$ cat config.mk
export PLATFORM = sky130hd
export DESIGN_NAME = wb_regfile_flat
export DESIGN_NICKNAME = d
export VERILOG_FILES = /design/src/rtl/wb_regfile_pkg.sv /design/src/rtl/wb_regfile_if.sv /design/src/rtl/wb_regfile_rdport.sv /design/src/rtl/wb_regfile.sv /design/src/flat_wrapper.sv
export SDC_FILE = /design/constraint.sdc
export NUM_CORES = 2
export LEC_CHECK = 0
export ABC_AREA = 1
export CAP_MARGIN = 25
export CORE_MARGIN = 2
export CORE_UTILIZATION = 60
export CTS_CLUSTER_DIAMETER = 150
export DETAILED_ROUTE_END_ITERATION = 8
export PLACE_DENSITY = 0.88
export SLEW_MARGIN = 20
export SYNTH_ARGS = -nofsm -noshare
export SYNTH_HDL_FRONTEND = slang
export SYNTH_SLANG_ARGS = --single-unit
$ cat constraint.sdc
create_clock -name clk_i -period 2.35 [get_ports clk_i]
set_input_delay 0.47 -clock clk_i [delete_from_list [all_inputs] [get_ports clk_i]]
set_output_delay 0.47 -clock clk_i [all_outputs]
set_load 0.1 [all_outputs]
$ cat src/rtl/wb_regfile_pkg.sv
// Shared widths, types and constants for the write-back register file.
package wb_regfile_pkg;

  localparam int unsigned DSize   = 32;
  localparam int unsigned ASize   = 5;
  localparam int unsigned NumRegs = 2 ** ASize;

  typedef logic [DSize-1:0] data_t;
  typedef logic [ASize-1:0] addr_t;

  localparam addr_t RegZero = '0;

endpackage

$ cat src/rtl/wb_regfile_if.sv
// Write-back commit port plus the two decode-stage read ports.
interface wb_regfile_if;
  import wb_regfile_pkg::*;

  logic  wen;
  addr_t waddr;
  data_t wdata;
  addr_t raddr1;
  addr_t raddr2;
  data_t rdata1;
  data_t rdata2;

  modport master (
    output wen, waddr, wdata, raddr1, raddr2,
    input  rdata1, rdata2
  );

  modport slave (
    input  wen, waddr, wdata, raddr1, raddr2,
    output rdata1, rdata2
  );

endinterface

$ cat src/rtl/wb_regfile_rdport.sv
// One combinational read port: r0 check, same-cycle WB bypass, array mux.
module wb_regfile_rdport
  import wb_regfile_pkg::*;
(
  input  logic  rst_ni,
  input  addr_t raddr_i,
  input  logic  wen_i,
  input  addr_t waddr_i,
  input  data_t wdata_i,
  input  data_t mem_i [NumRegs],
  output data_t rdata_o
);

  // Reset dominates the bypass; r0 never bypasses.
  always_comb begin
    rdata_o = '0;
    if (raddr_i == RegZero) begin
      rdata_o = '0;
    end else if (rst_ni && wen_i && (waddr_i == raddr_i)) begin
      rdata_o = wdata_i;
    end else if (rst_ni) begin
      rdata_o = mem_i[raddr_i];
    end
  end

endmodule

$ cat src/rtl/wb_regfile.sv
// Architectural register file: posedge commit from WB, two bypassed read ports.
module wb_regfile
  import wb_regfile_pkg::*;
(
  input logic         clk_i,
  input logic         rst_ni,
  wb_regfile_if.slave bus
);

  data_t mem_q [NumRegs];

  // Entry 0 is cleared on reset and never written, so it stays 0.
  always_ff @(posedge clk_i or negedge rst_ni) begin
    if (!rst_ni) begin
      for (int i = 0; i < NumRegs; i++) begin
        mem_q[i] <= '0;
      end
    end else if (bus.wen && (bus.waddr != RegZero)) begin
      mem_q[bus.waddr] <= bus.wdata;
    end
  end

  wb_regfile_rdport u_rdport1 (
    .rst_ni  (rst_ni),
    .raddr_i (bus.raddr1),
    .wen_i   (bus.wen),
    .waddr_i (bus.waddr),
    .wdata_i (bus.wdata),
    .mem_i   (mem_q),
    .rdata_o (bus.rdata1)
  );

  wb_regfile_rdport u_rdport2 (
    .rst_ni  (rst_ni),
    .raddr_i (bus.raddr2),
    .wen_i   (bus.wen),
    .waddr_i (bus.waddr),
    .wdata_i (bus.wdata),
    .mem_i   (mem_q),
    .rdata_o (bus.rdata2)
  );

endmodule

$ cat src/flat_wrapper.sv
// flat-port wrapper written by rule: the top's interface ports become plain ports
module wb_regfile_flat import wb_regfile_pkg::*;
  (clk_i, rst_ni, bus_wen, bus_waddr, bus_wdata, bus_raddr1, bus_raddr2, bus_rdata1, bus_rdata2);
  wb_regfile_if bus_i ();
  input logic clk_i;
  input logic rst_ni;
  input wire logic [$bits(bus_i.wen)-1:0] bus_wen;
  input wire logic [$bits(bus_i.waddr)-1:0] bus_waddr;
  input wire logic [$bits(bus_i.wdata)-1:0] bus_wdata;
  input wire logic [$bits(bus_i.raddr1)-1:0] bus_raddr1;
  input wire logic [$bits(bus_i.raddr2)-1:0] bus_raddr2;
  output wire logic [$bits(bus_i.rdata1)-1:0] bus_rdata1;
  output wire logic [$bits(bus_i.rdata2)-1:0] bus_rdata2;
  assign bus_i.wen = bus_wen;
  assign bus_i.waddr = bus_waddr;
  assign bus_i.wdata = bus_wdata;
  assign bus_i.raddr1 = bus_raddr1;
  assign bus_i.raddr2 = bus_raddr2;
  assign bus_rdata1 = bus_i.rdata1;
  assign bus_rdata2 = bus_i.rdata2;
  wb_regfile u_core (.clk_i(clk_i), .rst_ni(rst_ni), .bus(bus_i));
endmodule
==> out/metrics.cfg, run 1 <==
[outcome]
outcome = did not finish
failed_stage = 5_1_grt
tool.error = [ERROR GRT-0232] Routing congestion too high. Check the congestion heatmap in the GUI.

[synthesis]
synth_seq_area_share_pct = 42.6
syn_inst = 9016
netlist.area_leader.share_pct = 42.6
syn_nets = 9066
syn_area_per_cell_um2 = 6.68
synth_top_area_cell = dfrtp_1
ys_ff_latch = 1024
ys_warn_count = 0
synthTopCellsByArea = dfrtp_1 43%, nand2_1 18%, nand3_1 16%, o21ai_0 7.4%, inv_1 6.5%
synth.cell_area_um2 = 60200
ys_types = 28

[floorplanning]
start_util_pct = 60.4
ios = 114
num_rows = 116
fp.dieH_um = 321
die_w_um = 321

[placement]
io_buffers = 113
routabilityCongestion = 0.980
place_hpwl_um = 145000

[clock_tree]
clock-root-buffer = clkbuf_16
htree_levels = 3
cts_buffer_depth = 3
cts_sinks = 1024
cts_made_buffers = 107

[global_route]
grt_usage_pct = 85.6
antenna_found_initial = 34
overflow = 184
grt_max_degree = 105

[sta]
worstEndpointGrtRepair = bus_rdata1[22]
worstEndpointType = output port

-- stage by stage --
| stage | hold WS [ns] | setup WS, ns | utilization [%] | cell area (µm²) | instances |
|---|---|---|---|---|---|
| 4_1_cts | 0.0107 | -0.222 | 76.9 | 76700 | 10565 |
| 3_5_place_dp | 0.366 | -1.12 | 69.2 | 69000 | 10216 |
| 3_3_place_gp | 0.365 | -1.08 | 69.2 | 69000 | 10216 |
| 2_1_floorplan | 0.174 | -0.168 | - | 62000 | 9016 |
-- logic make-up after synthesis --
family | Yosys count | synth area share [%]
AOI/OAI and AO/OA | 1194 | 10.2
xor gates and xnor gates | 2 | 0.0291
buffers and inverters | 1832 | 11.9
DFF | 1024 | 42.6
and+or+nand+nor | 4964 | 35.3
-- layer usage --
layer	global-route usage (%)	overflow
met1	83.6	25
met2	93.2	60
met3	82.2	32
met4	82.0	62
met5	75.8	5
-- cells in the mapped netlist --
cell type,number
nand2_1,2965
nand3_1,1910
inv_1,1039
dfrtp_1,1024
o21ai_0,888
clkbuf_1,508
buf_2,208
o21ai_1,164
a21oi_1,74
o211ai_1,64
buf_1,63
nor2_1,24
or2_2,15
nand4_1,12
nor2_2,11
inv_2,9
nand2_2,9
nor2_4,8
clkinv_1,4
nand4_2,4
o22ai_1,3
nor3_1,2
nor4_4,2
xnor2_1,2
a211oi_1,1
buf_4,1
nand3_2,1
nand3b_1,1
-- what timing repair did --
action,CTS
resized for setup,629
cloned,22
hold endpoints to repair,6
setup buffers,135
hold buffers,2
setup endpoints to repair,64
pin swaps,457
==> inputs of run 2 (changes only) <==
--- a/config.mk
+++ b/config.mk
@@ -8,10 +8,9 @@
 export ABC_AREA = 1
 export CAP_MARGIN = 25
 export CORE_MARGIN = 2
-export CORE_UTILIZATION = 60
-export CTS_CLUSTER_DIAMETER = 150
+export CORE_UTILIZATION = 40
 export DETAILED_ROUTE_END_ITERATION = 8
-export PLACE_DENSITY = 0.88
+export PLACE_DENSITY_LB_ADDON = 0.15
 export SLEW_MARGIN = 20
 export SYNTH_ARGS = -nofsm -noshare
 export SYNTH_HDL_FRONTEND = slang
==> out/metrics.cfg, run 2 <==
[power_and_ir_drop]
ir_worst_vdd_mv = 0.672
p_sw_share_pct = 34.4
p_seq_share_pct = 38.0
p_clk_share_pct = 32.9
combPwrFrac_pct = 29.1
p_sw_mw = 20.6
p_leak_nw = 39.3
cellPowerDensity_nw_per_um2 = 730
total_power_mw = 60.0
p_int_mw = 39.3

[floorplanning]
fp.coreArea_um2 = 150000
die-area_um2 = 154000
ios = 114
num_rows = 142
die_w_um = 392
start_util_pct = 40.2
fp.dieH_um = 392

[synthesis]
synth_edf_count = 0
synth.cell_area_um2 = 60200
netlist.area_leader.share_pct = 42.6
syn_nets = 9066
ys_top_cells_by_count = 2965 x nand2_1, 1910 x nand3_1, 1039 x inv_1
syn_inst = 9016
syn_area_per_cell_um2 = 6.68
ys.flop_type = dfrtp_1
async_flop_share_pct = 100
ys_warn_count = 0
ys_ff_latch = 1024
synth_most_common_cell = nand2_1
synth_seq_area_share_pct = 42.6
ys_types = 28
synthTopCellsByArea = dfrtp_1 43%, nand2_1 18%, nand3_1 16%, o21ai_0 7.4%, inv_1 6.5%
synth_top_area_cell = dfrtp_1

[outcome]
violations = negative setup slack
outcome = complete, but fails checks

[sta]
maxSlewViolCount = 0
rsz0062_at_grt = yes
finalHoldViolations = 0
tightest_slew_ns = 0.787
fmax_ghz = 0.370
period_minus_slack_ns = 2.70
fin_crit_sh_pct = 115
setup_viol_count_final = 64
slew_headroom_pct = 47.6
skew_ns = 0
worst_slack_ns = -0.350

[worst_setup_path]
max_stage_delay_ns = 0.38
endpoint_kind = primary output
cp_common_cell = nand3_2
worstPathArrival_ns = 2.23
slowest_stage = dfrtp_1
required_ns = 1.88
critPathKind = register to primary output
cp-start-kind = register
crit_fanout = 2
worstPathCellList = inv_2, nand2_1, nand3_1, nand3_2, nand3_2, nand3_2, nand3_2, a21oi_4, buf_12

[final_layout]
largestRegisters = u_core.mem_q x1024
multiInputGateArea_um2 = 32700
filler_cell_count = 13899
final_cell_mix = 2852 x nand2_1, 1243 x nand3_1, 1024 x dfrtp_1
final_area_um2 = 82200
fin_nets = 9413
largest_reg_flops = 1024
synthToLayoutAreaGrowth_pct = 36.5
top_register = u_core.mem_q
drive_gt1_share_pct = 24.1
seqCellArea_um2 = 25600
mostFrequentLayoutCell = nand2_1

[detailed_routing]
route.detailed.drc = 0
drtIter0Drc = 8648
routed_wl_um = 274000
post_drt_wl_per_cell_um = 23.9
postRouteAntennaNets = 0
viasPerCell = 5.75
vias = 66024
dr.pass1.iters = 7

[clock_tree]
clock_latency_ns = 0.77
clkSlewWorstSetupHoldPaths_ns = 0.07
clock-root-buffer = clkbuf_16
tritoncts = done
htree_levels = 3
cts_made_buffers = 119
cts_sinks = 1024
cts_buffer_depth = 3

[global_route]
grt_pass1_vias = 60573
grt_pass1_wl_um = 389000
grt_usage_pct = 33.6
overflow = 0
antenna_found_initial = 10
grt_max_degree = 84

[placement]
io_buffers = 113
routabilityCongestion = 0.916
place_hpwl_um = 161000
post_dp_cell_area_um2 = 70500

[worst_hold_path]
hold_path_class = input pin to asynchronous set/reset pin

[job]
maxCapViolations = 0

run 2: layer usage:
metal / up-vias / track usage, % / wire length, µm
met5: - / 0 / 62
met4: 10 / 15.4 / 15700
met1: 31673 / 46.3 / 110000
met3: 858 / 7.05 / 31600
met2: 4021 / 50.4 / 117000
li1: 29462 / - / -
run 2: path summary, 6_finish.rpt:
check / startpoint / cells after the start / slack (ns) / to
setup / recovery: u_core.mem_q[702] / 9 / -0.35 / bus_rdata2[30]
hold / removal: rst_ni / 3 / 0.08 / u_core.mem_q[519]
setup reg to reg: u_core.mem_q[19] / 4 / 1.42 / u_core.mem_q[19]
hold reg to reg: u_core.mem_q[1014] / 0 / 0.38 / u_core.mem_q[1014]
max in group asynchronous: rst_ni / 4 / 1.04 / u_core.mem_q[335]
min in group clk_i: u_core.mem_q[1014] / 0 / 0.38 / u_core.mem_q[1014]
run 2: cells by family (layout without fill, tap and decap cells):
logic type	after synthesis	after routing	synth area share [%]
and+or+nand+nor	4964	4964	35.3
DFF	1024	1024	42.6
AOI/OAI and AO/OA	1194	1194	10.2
other	0	3	0
buffers and inverters	1832	2278	11.9
xor gates and xnor gates	2	2	0.0291
run 2: power groups by stage:
stage / Clock (mW) / Sequential [mW] / Combinational, mW
final: 19.8 / 22.8 / 17.4
after global routing: 20.7 / 23.1 / 19.3
after CTS: 20.0 / 22.6 / 15.8
after detailed placement: 0 / 22.9 / 14.9
after global placement: 0 / 22.8 / 14.6
after floorplan: 0 / 22.6 / 10.3
run 2: worst max-delay path: cells and delay by family, from the launching register on:
family / cells / cell delay, ns
flops: 1 / 0.38
simple gates: 6 / 0.50
buf+inv: 2 / 0.27
compound gates: 1 / 0.31
run 2: cell type report:
cell class,count,share of cell area (%)
antenna,3,0.00913
timing repair inverter,2,0.0304
multi-input combinational,6160,39.8
timing repair buffer,1004,15.9
clock buffer,167,4.20
clock inverter,53,0.822
inverter,1052,4.94
sequential,1024,31.2
tap,2016,3.07
run 2: through the flow:
step                      TNS [ns]  utilization (%)  setup WS, ns  cells  hold WS (ns)
final                       -15.55             54.9        -0.350  11481        0.0781
after detailed placement   -159.72             47.1        -0.895  11006         0.366
after CTS                   -15.14             52.0        -0.318  11332        0.0247
after global routing        -19.30             54.9        -0.390  11479        0.0504
after global placement     -162.03             47.1        -0.842  11006         0.366
after floorplan              -9.62                -        -0.168   9016         0.174
run 2: timing repair:
action,4_1_cts,5_1_grt
hold endpoints to repair,57,0
setup buffers,90,115
setup endpoints to repair,64,282
pin swaps,295,394
gates cloned,16,37
hold buffers,4,0
gates resized for setup,459,750
Power figures use the tool's default switching activity.
